`config.mk`:
```
export PLATFORM = sky130hd
export DESIGN_NAME = mux_func_sequencer
export DESIGN_NICKNAME = d
export VERILOG_FILES = /design/src/rtl/mux_func_pkg.sv /design/src/rtl/mux_func_golden.sv /design/src/rtl/mux_func_sequencer.sv
export SDC_FILE = /design/constraint.sdc
export NUM_CORES = 1
export LEC_CHECK = 0
export ABC_AREA = 1
export BUFFER_PORTS_ARGS = -buffer_cell sky130_fd_sc_hd__buf_2
export CAP_MARGIN = 20
export CORE_ASPECT_RATIO = 0.75
export CORE_MARGIN = 5
export CORE_UTILIZATION = 30
export DETAILED_ROUTE_END_ITERATION = 10
export GPL_ROUTABILITY_DRIVEN = 0
export REMOVE_ABC_BUFFERS = 1
export SLEW_MARGIN = 20
export SYNTH_ARGS = -nofsm -noshare
export SYNTH_HDL_FRONTEND = slang
export SYNTH_HIERARCHICAL = 1
export SYNTH_SLANG_ARGS = --single-unit
export TNS_END_PERCENT = 50
```
`constraint.sdc`:
```
create_clock -name clk -period 1.72 [get_ports clk]
set_input_delay 0 -clock clk [delete_from_list [all_inputs] [get_ports clk]]
set_output_delay 0 -clock clk [all_outputs]
set_load 0.01 [all_outputs]
```
`src/rtl/mux_func_pkg.sv`:
```
// Shared types and constants for the mux-built function sequencer and its benches.
package mux_func_pkg;

    localparam int NUM_VEC = 16;
    localparam int VEC_W   = 4;
    localparam int ERR_W   = 5;

    typedef enum logic [1:0] {
        IDLE,
        WAIT,
        SAMPLE,
        DONE
    } state_t;

endpackage

```
`src/rtl/mux_func_golden.sv`:
```
// Reference function Y = B & C & (A | D) for a stimulus vector {A,B,C,D}.
module mux_func_golden
    import mux_func_pkg::*;
(
    input  logic [VEC_W-1:0] abcd,
    output logic             expected
);

    assign expected = abcd[2] & abcd[1] & (abcd[3] | abcd[0]);

endmodule

```
`src/rtl/mux_func_sequencer.sv`:
```
// Walks all 16 input combinations through an external mux-built function,
// lets each one settle, then scores Y against the golden function.
module mux_func_sequencer
    import mux_func_pkg::*;
#(
    parameter int SETTLE_CYCLES = 2
) (
    input  logic             clk,
    input  logic             rst,
    input  logic             start,
    input  logic             abort,
    input  logic             y_in,
    output logic [VEC_W-1:0] abcd,
    output logic             busy,
    output logic             done,
    output logic             pass,
    output logic [ERR_W-1:0] err_count,
    output logic [VEC_W-1:0] first_fail,
    output logic             fail_valid
);

    localparam logic [3:0]       SETTLE_LAST = 4'(SETTLE_CYCLES - 1);
    localparam logic [VEC_W-1:0] LAST_VEC    = VEC_W'(NUM_VEC - 1);

    state_t           state, state_nx;
    logic [3:0]       settle_cnt, settle_cnt_nx;
    logic [VEC_W-1:0] abcd_nx, first_fail_nx;
    logic [ERR_W-1:0] err_nx;
    logic             busy_nx, done_nx, pass_nx, fail_valid_nx;
    logic             expected, mismatch;

    mux_func_golden u_golden (
        .abcd     (abcd),
        .expected (expected)
    );

    // Abort wins over the sample taken in the same cycle; outputs are all
    // derived from next-state values so every output leaves a flop.
    always_comb begin
        state_nx      = state;
        settle_cnt_nx = settle_cnt;
        abcd_nx       = abcd;
        pass_nx       = pass;
        err_nx        = err_count;
        first_fail_nx = first_fail;
        fail_valid_nx = fail_valid;
        mismatch      = (y_in != expected);

        case (state)
            IDLE: begin
                if (start) begin
                    state_nx      = WAIT;
                    settle_cnt_nx = '0;
                    abcd_nx       = '0;
                    err_nx        = '0;
                    first_fail_nx = '0;
                    fail_valid_nx = 1'b0;
                    pass_nx       = 1'b0;
                end
            end
            WAIT: begin
                settle_cnt_nx = settle_cnt + 1'b1;
                if (abort) begin
                    state_nx = DONE;
                    pass_nx  = 1'b0;
                end else if (settle_cnt == SETTLE_LAST) begin
                    state_nx = SAMPLE;
                end
            end
            SAMPLE: begin
                if (abort) begin
                    state_nx = DONE;
                    pass_nx  = 1'b0;
                end else begin
                    if (mismatch) begin
                        err_nx = err_count + 1'b1;
                        if (!fail_valid) begin
                            first_fail_nx = abcd;
                            fail_valid_nx = 1'b1;
                        end
                    end
                    if (abcd == LAST_VEC) begin
                        state_nx = DONE;
                        pass_nx  = (err_nx == '0);
                    end else begin
                        state_nx      = WAIT;
                        abcd_nx       = abcd + 1'b1;
                        settle_cnt_nx = '0;
                    end
                end
            end
            DONE:    state_nx = IDLE;
            default: state_nx = IDLE;
        endcase

        busy_nx = (state_nx == WAIT) || (state_nx == SAMPLE);
        done_nx = (state_nx == DONE);
    end

    always_ff @(posedge clk) begin
        if (rst) begin
            state      <= IDLE;
            settle_cnt <= '0;
            abcd       <= '0;
            busy       <= 1'b0;
            done       <= 1'b0;
            pass       <= 1'b0;
            err_count  <= '0;
            first_fail <= '0;
            fail_valid <= 1'b0;
        end else begin
            state      <= state_nx;
            settle_cnt <= settle_cnt_nx;
            abcd       <= abcd_nx;
            busy       <= busy_nx;
            done       <= done_nx;
            pass       <= pass_nx;
            err_count  <= err_nx;
            first_fail <= first_fail_nx;
            fail_valid <= fail_valid_nx;
        end
    end

endmodule
```
==> results of run 1 <==
[routing by layer]
metal	track usage [%]	wire, µm	share of wire (%)	up-vias
li1	-	-	-	619
met1	15.2	1490	55	487
met2	15.2	1010	37	30
met3	4.11	193	7.1	2
met4	2.37	17	0.63	0
met5	0	0	0	-
[layout make-up]
| class | instances | area [µm²] | area share (%) |
|---|---|---|---|
| Clock buffer | 3 | 41.3 | 2.76 |
| Clock inverter | 1 | 5.00 | 0.334 |
| Inverter | 27 | 103 | 6.86 |
| Multi-Input combinational cell | 127 | 688 | 46.0 |
| Sequential cell | 23 | 463 | 30.9 |
| Tap cell | 55 | 68.8 | 4.60 |
| Timing Repair Buffer | 24 | 128 | 8.53 |
[synth_stat cells, types with 3 or more instances]
cell	n	share of area, %
inv_2	5	1.5
nor3_1	4	1.6
inv_1	21	6.3
nor2_1	21	6.3
nand3_1	12	4.8
nand2_1	44	13
nand2_4	3	2.7
dfxtp_1	23	37
ha_1	5	5.0
a21oi_1	14	5.6
nand2_2	3	1.5
[through the flow]
step,std cells,utilization [%],setup slack (ps)
3_3_place_gp,256,35.6,143
3_5_place_dp,256,35.6,115
5_1_grt,260,36.9,61.8
4_1_cts,260,36.8,94.7
2_1_floorplan,177,-,203
6_report,260,36.9,192
[cells in the final DEF (no fill, tap or decap), types with 2 or more instances in the layout]
master,count
a211oi_1,2
a21oi_1,14
buf_2,21
buf_4,3
clkbuf_8,3
clkinv_2,2
dfxtp_1,21
dfxtp_2,2
ha_1,5
inv_1,21
inv_2,5
nand2_1,43
nand2_2,4
nand2_4,3
nand3_1,12
nor2_1,21
nor3_1,4
nor3b_1,2
o21ai_0,2
o21ai_1,2
o21ai_4,2
xor2_1,2
[cells by family after synthesis]
kind of cell    share of synthesized area (%)
buf+inv                                  8.77
flops                                    36.7
simple gates                             34.4
fa+ha+maj                                4.98
xor+xnor                                 1.39
compound gates                           13.8
[power by group]
part           total [µW]  switching [µW]  internal [µW]
clock                 338             176            162
sequential            579            22.0            557
combinational         200             130           70.2
[flip-flops by register name (all words and copies together) (netlist names)]
| register | flops |
|---|---|
| abcd | 4 |
| busy | 1 |
| done | 1 |
| err_count | 5 |
| fail_valid | 1 |
| first_fail | 4 |
| pass | 1 |
| settle_cnt | 4 |
| state | 2 |
[worst max-delay path: stages, from the launching register on]
cell	delay (ps)
dfxtp_2	400
ha_1	180
nand2_1	100
nor2_4	140
inv_1	80
o21ai_4	200
inv_2	70
nand2_2	60
xor2_1	140
nor2_1	50
[worst max path at each step]
stage	startpoint	endpoint	slack, ps
floorplan	abcd[0]	abcd[3]	200
global placement	abcd[0]	abcd[3]	140
detailed placement	abcd[0]	abcd[3]	120
CTS	abcd[0]	abcd[3]	90
global route	abcd[0]	pass	60
finish	abcd[0]	abcd[3]	190
==> impl_metrics.prom, run 1 <==
# TYPE chip_impl_metric gauge
chip_impl_info{name="regToRegEndpoint",value="abcd[3]"} 1
chip_impl_metric{name="timing.reg2reg.worst_path_depth",unit=""} 9
chip_impl_metric{name="cts.sinks",unit=""} 23
chip_impl_metric{name="timing.critical_path.required",unit="ps"} 1880
chip_impl_metric{name="synthToLayoutAreaGrowth",unit="%"} 19.1
chip_impl_metric{name="clock_slew_seen_by_the_registers_of_the_worst_setup_and_hold_paths",unit="ps"} 80
chip_impl_metric{name="timing_max_transition_violations_final",unit=""} 0
chip_impl_metric{name="final_net_count",unit=""} 216
chip_impl_metric{name="final_layout_size_suffix_gt1_share",unit="%"} 24.9
chip_impl_metric{name="antenna_found_initial",unit=""} 0
chip_impl_metric{name="worst_skew_pair.late_latency",unit="ps"} 260
chip_impl_info{name="outcome",value="finished, final reports clean"} 1
chip_impl_metric{name="synth_async_sr_flop_share",unit="%"} 0
chip_impl_info{name="start_to_end_type_of_the_worst_setup_path",value="flop to flop"} 1
chip_impl_info{name="worst_hold_path_type",value="input pin to flop"} 1
chip_impl_metric{name="post-dp-hpwl",unit="µm"} 2100
chip_impl_metric{name="finalCritPeriodShare",unit="%"} 88.8
chip_impl_metric{name="floorplan.die.height",unit="µm"} 66.0
chip_impl_metric{name="grt.total_usage",unit="%"} 10.7
chip_impl_info{name="tritoncts_clock_tree",value="done"} 1
chip_impl_metric{name="via_count",unit=""} 1138
chip_impl_metric{name="design.portCount",unit=""} 22
chip_impl_metric{name="route.detailed.drc",unit=""} 0
chip_impl_info{name="reg2reg_from",value="abcd[0]"} 1
chip_impl_metric{name="drt_first_iter_violations",unit=""} 56
chip_impl_metric{name="cts_hold_repair.buffers",unit=""} 0
chip_impl_metric{name="ys_seq_area_share",unit="%"} 36.7
chip_impl_metric{name="power_density",unit="mW/mm²"} 746
chip_impl_metric{name="detailed_place.area",unit="mm²"} 0.00145
chip_impl_metric{name="synth-edff-count",unit=""} 0
chip_impl_metric{name="grt_first_pass_wirelength",unit="µm"} 4830
chip_impl_metric{name="setup_viol_count_final",unit=""} 0
chip_impl_metric{name="post-route-min-period",unit="ps"} 1530
chip_impl_metric{name="r2r_setup_slack",unit="ps"} 190
chip_impl_metric{name="timing.critical_path.arrival",unit="ps"} 1690
chip_impl_metric{name="ant_nets",unit=""} 0
chip_impl_metric{name="timing.slew.headroom",unit="%"} 77.4
chip_impl_metric{name="pin_count_of_the_biggest_net_entering_global_routing",unit=""} 17
chip_impl_metric{name="worst_hold_slack",unit="ps"} 108
chip_impl_metric{name="number_of_synthesis_warnings",unit=""} 6
chip_impl_metric{name="design_power_total",unit="µW"} 1120
chip_impl_metric{name="cellLeakagePower",unit="µW"} 0.000661
chip_impl_metric{name="final.setup.tns",unit="ps"} 0
chip_impl_metric{name="filler_cell_count",unit=""} 458
chip_impl_metric{name="synthesis.instances",unit=""} 179
chip_impl_metric{name="drt-wirelength-per-cell",unit="µm"} 10.4
chip_impl_info{name="cts_root_buffer",value="clkbuf_8"} 1
chip_impl_metric{name="maxClockFrequency",unit="MHz"} 654
chip_impl_info{name="timing.critical_path.to_type",value="flop"} 1
chip_impl_info{name="hold-path-endpoint",value="done"} 1
chip_impl_info{name="setup_repair_after_global_routing_missed_its_margin",value="false"} 1
chip_impl_metric{name="rows",unit=""} 20
chip_impl_metric{name="syn-cell-area",unit="mm²"} 0.00126
chip_impl_info{name="critical_path.startpoint_type",value="flop"} 1
chip_impl_metric{name="drt-total-wl",unit="µm"} 2710
chip_impl_info{name="ys.flop_type",value="dfxtp_1"} 1
chip_impl_metric{name="vias_per_cell",unit=""} 4.38
chip_impl_metric{name="post-cts-setup-buffer-count",unit=""} 0
chip_impl_metric{name="vias_in_the_first_global_route",unit=""} 1053
chip_impl_metric{name="hold_violations",unit=""} 0
chip_impl_metric{name="cts_repair_resize_count",unit=""} 0
chip_impl_metric{name="cts-buffers-inserted",unit=""} 3
chip_impl_metric{name="core-area",unit="mm²"} 0.00405
chip_impl_metric{name="die_area",unit="mm²"} 0.00559
chip_impl_metric{name="synthesis.area_per_instance",unit="µm²"} 7.02
chip_impl_metric{name="cp_max_fo",unit=""} 7
chip_impl_metric{name="hold_path_depth",unit=""} 2
chip_impl_metric{name="cts_max_path_buffers",unit=""} 2
chip_impl_metric{name="port_buffers",unit=""} 21
chip_impl_metric{name="final_design_area_no_fill",unit="mm²"} 0.00150
chip_impl_metric{name="number_of_max_cap_violations",unit=""} 0
chip_impl_metric{name="setup_skew_after_layout",unit="ps"} 3.07
chip_impl_metric{name="ant_diodes",unit=""} 0
chip_impl_metric{name="first_pass_iters",unit=""} 4
chip_impl_metric{name="synth.ff_latch_count",unit=""} 23
chip_impl_metric{name="ys_types",unit=""} 28
chip_impl_metric{name="floorplan.initialDensity",unit="%"} 31.0
chip_impl_metric{name="global_route.overflow_total",unit=""} 0
chip_impl_metric{name="irDropWorstVdd",unit="V"} 0.000430
chip_impl_info{name="min-delay-start",value="rst"} 1
chip_impl_metric{name="cts.htree.levels",unit=""} 1
chip_impl_metric{name="die_width",unit="µm"} 84.7
chip_impl_metric{name="worst-slew-pin-transition",unit="ps"} 339
(Power assumes the default switching activity.)
==> run 2: changes to the inputs <==
--- a/config.mk
+++ b/config.mk
@@ -6,12 +6,12 @@
 export NUM_CORES = 1
 export LEC_CHECK = 0
 export ABC_AREA = 1
-export BUFFER_PORTS_ARGS = -buffer_cell sky130_fd_sc_hd__buf_2
 export CAP_MARGIN = 20
 export CORE_ASPECT_RATIO = 0.75
 export CORE_MARGIN = 5
 export CORE_UTILIZATION = 30
 export DETAILED_ROUTE_END_ITERATION = 10
+export DONT_BUFFER_PORTS = 1
 export GPL_ROUTABILITY_DRIVEN = 0
 export REMOVE_ABC_BUFFERS = 1
 export SLEW_MARGIN = 20
==> impl_metrics.prom, run 2 (synthesis results as in run 1) <==
# TYPE chip_impl_metric gauge
chip_impl_metric{name="core-area",unit="mm²"} 0.00405
chip_impl_info{name="start_to_end_type_of_the_worst_setup_path",value="flop to flop"} 1
chip_impl_metric{name="drt-total-wl",unit="µm"} 2820
chip_impl_metric{name="dpl.cell_count",unit=""} 238
chip_impl_metric{name="cp_max_fo",unit=""} 4
chip_impl_info{name="outcome",value="finished, final reports clean"} 1
chip_impl_metric{name="ant_diodes",unit=""} 0
chip_impl_metric{name="timing.critical_path.arrival",unit="ps"} 1690
chip_impl_info{name="final_common_cell",value="nand2_1"} 1
chip_impl_info{name="tritoncts_clock_tree",value="done"} 1
chip_impl_metric{name="final_layout_size_suffix_gt1_share",unit="%"} 17.5
chip_impl_metric{name="design_power_total",unit="µW"} 1120
chip_impl_info{name="layout_common_cells",value="42 x nand2_1, 23 x dfxtp_1, 21 x inv_1"} 1
chip_impl_metric{name="rows",unit=""} 20
chip_impl_metric{name="number_of_max_cap_violations",unit=""} 0
chip_impl_metric{name="grt.total_usage",unit="%"} 11.0
chip_impl_metric{name="worst-slew-pin-transition",unit="ps"} 658
chip_impl_metric{name="first_pass_iters",unit=""} 4
chip_impl_metric{name="post-dp-hpwl",unit="µm"} 2180
chip_impl_metric{name="cts-buffers-inserted",unit=""} 3
chip_impl_metric{name="setup_skew_after_layout",unit="ps"} 6.72
chip_impl_info{name="setup_repair_after_global_routing_missed_its_margin",value="false"} 1
chip_impl_metric{name="timing.slew.headroom",unit="%"} 56.0
chip_impl_metric{name="finalCritPeriodShare",unit="%"} 88.3
chip_impl_metric{name="antenna_found_initial",unit=""} 0
chip_impl_metric{name="design.portCount",unit=""} 22
chip_impl_metric{name="route.detailed.drc",unit=""} 0
chip_impl_metric{name="final_net_count",unit=""} 200
chip_impl_info{name="worst_hold_path_type",value="input pin to flop"} 1
chip_impl_metric{name="via_count",unit=""} 1074
chip_impl_metric{name="final_cell_count_no_fill",unit=""} 244
chip_impl_metric{name="largest_reg_flops",unit=""} 5
chip_impl_metric{name="drt_first_iter_violations",unit=""} 56
chip_impl_info{name="reg_with_most_ffs",value="err_count"} 1
chip_impl_metric{name="cts.sinks",unit=""} 23
chip_impl_metric{name="floorplan.initialDensity",unit="%"} 31.0
chip_impl_metric{name="setup_viol_count_final",unit=""} 0
chip_impl_info{name="timing.critical_path.to_type",value="flop"} 1
chip_impl_metric{name="port_buffers",unit=""} 0
chip_impl_metric{name="drt-wirelength-per-cell",unit="µm"} 11.6
chip_impl_metric{name="final.setup.tns",unit="ps"} 0
chip_impl_metric{name="cts.htree.levels",unit=""} 1
chip_impl_metric{name="die_width",unit="µm"} 84.7
chip_impl_info{name="cts_root_buffer",value="clkbuf_8"} 1
chip_impl_metric{name="maxClockFrequency",unit="MHz"} 658
chip_impl_metric{name="vias_per_cell",unit=""} 4.40
chip_impl_metric{name="global_route.overflow_total",unit=""} 0
chip_impl_info{name="critical_path.startpoint_type",value="flop"} 1
chip_impl_metric{name="final_design_area_no_fill",unit="mm²"} 0.00145
chip_impl_metric{name="power_density",unit="mW/mm²"} 777
chip_impl_metric{name="synthToLayoutAreaGrowth",unit="%"} 15.1
chip_impl_metric{name="die_area",unit="mm²"} 0.00559
chip_impl_metric{name="floorplan.die.height",unit="µm"} 66.0
chip_impl_metric{name="worst_skew_pair.late_latency",unit="ps"} 270
chip_impl_metric{name="post-route-min-period",unit="ps"} 1520
chip_impl_metric{name="irDropWorstVdd",unit="V"} 0.000418
chip_impl_metric{name="hold_violations",unit=""} 0
chip_impl_metric{name="grt_first_pass_wirelength",unit="µm"} 4910
chip_impl_metric{name="ant_nets",unit=""} 0
chip_impl_metric{name="cellLeakagePower",unit="µW"} 0.000574
chip_impl_metric{name="pin_count_of_the_biggest_net_entering_global_routing",unit=""} 17
chip_impl_metric{name="clock_slew_seen_by_the_registers_of_the_worst_setup_and_hold_paths",unit="ps"} 90
chip_impl_metric{name="timing_max_transition_violations_final",unit=""} 0
chip_impl_metric{name="timing.critical_path.required",unit="ps"} 1890
chip_impl_metric{name="filler_cell_count",unit=""} 442
chip_impl_metric{name="post-cts-setup-buffer-count",unit=""} 0
chip_impl_metric{name="cts_max_path_buffers",unit=""} 2
chip_impl_metric{name="vias_in_the_first_global_route",unit=""} 1038
chip_impl_metric{name="detailed_place.area",unit="mm²"} 0.00136
-- run 2: path summary, 6_finish.rpt --
kind | end | slack [ps] | cells past startpoint | from
hold reg to reg | first_fail[1] | 520 | 2 | first_fail[1]
setup reg to reg | abcd[3] | 200 | 9 | abcd[0]
hold / removal | state[0] | 50 | 3 | abort
setup / recovery | abcd[3] | 200 | 9 | abcd[0]
-- run 2: final cells by class --
class | count | area, µm² | share of cell area, %
multi-input cells | 127 | 701 | 48.4
flip-flops and latches | 23 | 460 | 31.8
inverters | 27 | 103 | 7.09
well taps | 55 | 68.8 | 4.76
repair buffers | 8 | 65.1 | 4.50
clock buffers | 3 | 41.3 | 2.85
clock inverters | 1 | 7.51 | 0.519
-- run 2: through the flow --
step / util [%] / hold WS (ps) / setup WS (ps)
after floorplan: - / 62.4 / 203
after global placement: 33.6 / 66.8 / 171
after detailed placement: 33.6 / 67.1 / 144
after CTS: 35.3 / 42.9 / 85.7
after global routing: 35.7 / 68.7 / 18.9
final: 35.7 / 46.4 / 201
-- run 2: timing repair --
action | in CTS | in global routing
hold buffers | 2 | 0
setup endpoints to repair | 0 | 5
endpoints found under the hold margin | 19 | 0
resized for setup | 0 | 4
-- run 2: per-layer routing --
layer  vias to the layer above  global-route usage [%]  wire length, µm
li1                        587                       -                -
met1                       462                    14.4             1470
met2                        23                    16.0             1120
met3                         2                    5.35              209
met4                         0                    2.96               17
met5                         -                       0                0
-- run 2: where the power goes --
group | switching [µW] | total, µW | internal (µW)
logic | 123 | 189 | 65.6
registers | 27.4 | 584 | 557
clock network | 187 | 351 | 164
total | 338 | 1120 | 787
-- run 2: worst max-delay path: stages (launching register included) --
cell and delay, ps:
dfxtp_1 390, ha_1 190, nand2_1 110, nor2_4 150, inv_1 80, o21ai_4 190
inv_2 70, nand2_2 60, xor2_1 130, nor2_1 50
==> run 3: changes to the inputs <==
--- a/config.mk
+++ b/config.mk
@@ -7,12 +7,15 @@
 export LEC_CHECK = 0
 export ABC_AREA = 1
 export CAP_MARGIN = 20
+export CELL_PAD_IN_SITES_DETAIL_PLACEMENT = 0
+export CELL_PAD_IN_SITES_GLOBAL_PLACEMENT = 1
 export CORE_ASPECT_RATIO = 0.75
 export CORE_MARGIN = 5
 export CORE_UTILIZATION = 30
 export DETAILED_ROUTE_END_ITERATION = 10
 export DONT_BUFFER_PORTS = 1
 export GPL_ROUTABILITY_DRIVEN = 0
+export PLACE_DENSITY_LB_ADDON = 0.1
 export REMOVE_ABC_BUFFERS = 1
 export SLEW_MARGIN = 20
 export SYNTH_ARGS = -nofsm -noshare
==> constraint.sdc (replaced) <==
create_clock -name clk -period 1.5 [get_ports clk]
set_input_delay 0 -clock clk [delete_from_list [all_inputs] [get_ports clk]]
set_output_delay 0 -clock clk [all_outputs]
set_load 0.01 [all_outputs]
==> impl_metrics.prom, run 3 (synthesis results as in run 1) <==
# TYPE chip_impl_metric gauge
chip_impl_metric{name="design_power_total",unit="µW"} 1310
chip_impl_metric{name="worst-slew-pin-transition",unit="ps"} 290
chip_impl_metric{name="drt-wirelength-per-cell",unit="µm"} 12.1
chip_impl_metric{name="finalCritPeriodShare",unit="%"} 97.1
chip_impl_info{name="worst_hold_path_type",value="input pin to flop"} 1
chip_impl_metric{name="clock_slew_seen_by_the_registers_of_the_worst_setup_and_hold_paths",unit="ps"} 90
chip_impl_metric{name="detailed_place.area",unit="mm²"} 0.00143
chip_impl_metric{name="final.setup.tns",unit="ps"} 0
chip_impl_metric{name="die_width",unit="µm"} 84.7
chip_impl_info{name="crit_path_start",value="abcd[0]"} 1
chip_impl_metric{name="first_pass_iters",unit=""} 4
chip_impl_info{name="cts_root_buffer",value="clkbuf_8"} 1
chip_impl_metric{name="pin_count_of_the_biggest_net_entering_global_routing",unit=""} 17
chip_impl_metric{name="floorplan.initialDensity",unit="%"} 31.0
chip_impl_metric{name="final_layout_size_suffix_gt1_share",unit="%"} 30.0
chip_impl_metric{name="floorplan.die.height",unit="µm"} 66.0
chip_impl_metric{name="r2r_setup_slack",unit="ps"} 40
chip_impl_info{name="start_to_end_type_of_the_worst_setup_path",value="flop to flop"} 1
chip_impl_metric{name="worst_hold_slack",unit="ps"} -211
chip_impl_info{name="reg2reg_from",value="abcd[0]"} 1
chip_impl_metric{name="cp_max_fo",unit=""} 3
chip_impl_metric{name="cts.sinks",unit=""} 23
chip_impl_metric{name="grt_first_pass_wirelength",unit="µm"} 5530
chip_impl_metric{name="cellLeakagePower",unit="µW"} 0.000667
chip_impl_info{name="layout_common_cells",value="37 x nand2_1, 20 x dfxtp_1, 19 x inv_1, 19 x nor2_1, 13 x buf_4"} 1
chip_impl_metric{name="timing.critical_path.required",unit="ps"} 1670
chip_impl_metric{name="design.portCount",unit=""} 22
chip_impl_metric{name="detail_route.wirelength.met1",unit="µm"} 1520
chip_impl_metric{name="global_route.overflow_total",unit=""} 0
chip_impl_info{name="endpoint",value="busy"} 1
chip_impl_metric{name="cts.htree.levels",unit=""} 1
chip_impl_metric{name="filler_cell_count",unit=""} 462
chip_impl_info{name="regToRegEndpoint",value="busy"} 1
chip_impl_metric{name="route.met2.wl",unit="µm"} 1330
chip_impl_metric{name="rows",unit=""} 20
chip_impl_metric{name="final_design_area_no_fill",unit="mm²"} 0.00162
chip_impl_metric{name="core-area",unit="mm²"} 0.00405
chip_impl_metric{name="cts_max_path_buffers",unit=""} 2
chip_impl_metric{name="ant_diodes",unit=""} 0
chip_impl_metric{name="cts-buffers-inserted",unit=""} 3
chip_impl_metric{name="largest_reg_flops",unit=""} 5
chip_impl_metric{name="vias_in_the_first_global_route",unit=""} 1143
chip_impl_metric{name="drt_first_iter_violations",unit=""} 33
chip_impl_metric{name="port_buffers",unit=""} 0
chip_impl_metric{name="post-dp-hpwl",unit="µm"} 2350
chip_impl_info{name="tritoncts_clock_tree",value="done"} 1
chip_impl_metric{name="final_net_count",unit=""} 211
chip_impl_metric{name="ant_nets",unit=""} 0
chip_impl_info{name="outcome",value="finished, violations left"} 1
chip_impl_metric{name="hold_violations",unit=""} 15
chip_impl_metric{name="synthToLayoutAreaGrowth",unit="%"} 29.3
chip_impl_info{name="critical_path.startpoint_type",value="flop"} 1
chip_impl_metric{name="die_area",unit="mm²"} 0.00559
chip_impl_metric{name="met3RoutedLength",unit="µm"} 228
chip_impl_metric{name="timing.critical_path.arrival",unit="ps"} 1630
chip_impl_metric{name="grt.total_usage",unit="%"} 12.3
chip_impl_metric{name="post-route-worst-setup-slack",unit="ps"} 44.0
chip_impl_info{name="setup_repair_after_global_routing_missed_its_margin",value="true"} 1
chip_impl_metric{name="cts_hold_repair.buffers",unit=""} 3
chip_impl_metric{name="timing_max_transition_violations_final",unit=""} 0
chip_impl_metric{name="irDropWorstVdd",unit="V"} 0.000438
chip_impl_metric{name="place_worst_setup_slack",unit="ps"} 4.24
chip_impl_metric{name="vias_per_cell",unit=""} 4.48
chip_impl_info{name="final_common_cell",value="nand2_1"} 1
chip_impl_info{name="failing_checks",value="hold timing"} 1
chip_impl_metric{name="timing.slew.headroom",unit="%"} 80.6
chip_impl_metric{name="timing.reg2reg.worst_path_depth",unit=""} 9
chip_impl_metric{name="post-route-min-period",unit="ps"} 1460
chip_impl_metric{name="via_count",unit=""} 1143
chip_impl_metric{name="number_of_max_cap_violations",unit=""} 0
chip_impl_info{name="reg_with_most_ffs",value="err_count"} 1
chip_impl_metric{name="power_density",unit="mW/mm²"} 805
chip_impl_metric{name="drt-total-wl",unit="µm"} 3100
chip_impl_metric{name="setup_skew_after_layout",unit="ps"} 4.37
chip_impl_metric{name="setup_viol_count_final",unit=""} 0
chip_impl_metric{name="route.detailed.drc",unit=""} 0
chip_impl_metric{name="worst_skew_pair.late_latency",unit="ps"} 260
chip_impl_metric{name="antenna_found_initial",unit=""} 0
chip_impl_metric{name="maxClockFrequency",unit="MHz"} 687
chip_impl_info{name="timing.critical_path.to_type",value="flop"} 1
chip_impl_info{name="topRoutingLayerUsed",value="met4"} 1
-- run 3: changes by cell type in the layout (fill, tap and decap cells not counted), moves of 3 or more --
cell / change
buf_4: +7
nand2_1: -5
dfxtp_1: -3
nand2_4: +3
-- run 3: worst min path at each step --
stage          start       to  cells past startpoint  slack (ps)
2_1_floorplan    rst     pass                      1          60
3_3_place_gp     rst     pass                      1          70
3_5_place_dp     rst     pass                      1          70
4_1_cts          rst     pass                      1        -230
5_1_grt          rst     pass                      1        -230
6_report         rst  abcd[1]                      1        -210
-- run 3: layout make-up --
class	count	area (µm²)	share of cell area, %
Timing Repair Buffer	19	170	10.5
Tap cell	55	68.8	4.24
Inverter	27	103	6.32
Sequential cell	23	467	28.7
Clock buffer	4	45.0	2.77
Multi-Input combinational cell	127	771	47.5
-- run 3: repair_timing --
action	4_1_cts	5_1_grt
buffers inserted	1	0
pin swaps	2	8
hold endpoints to repair	20	15
gates resized for setup	4	26
setup endpoints to repair	1	14
-- run 3: per-layer routing --
| metal | global-route usage, % | vias to the layer above |
|---|---|---|
| li1 | - | 608 |
| met1 | 16.1 | 512 |
| met2 | 19.5 | 21 |
| met3 | 4.73 | 2 |
| met4 | 1.78 | 0 |
| met5 | 0 | - |
-- run 3: where the power goes --
group	switching, µW	total, µW	internal, µW
Combinational	150	246	95.9
Sequential	27.6	665	638
Clock	206	395	190
Total	384	1310	923
-- run 3: per-stage QoR --
stage | utilization [%] | std cells
4_1_cts | 37.8 | 255
2_1_floorplan | - | 177
3_5_place_dp | 35.3 | 247
3_3_place_gp | 35.3 | 247
5_1_grt | 40.1 | 255
6_report | 40.1 | 255
-- run 3: worst max-delay path, cell delays in order (launching register included) --
cell and delay [ps]:
dfxtp_4 370, ha_4 170, nand2_4 70, nor2_4 40, buf_12 110, o21ai_4 180
nand2_1 80, ha_1 270, inv_1 50, nor2_1 30
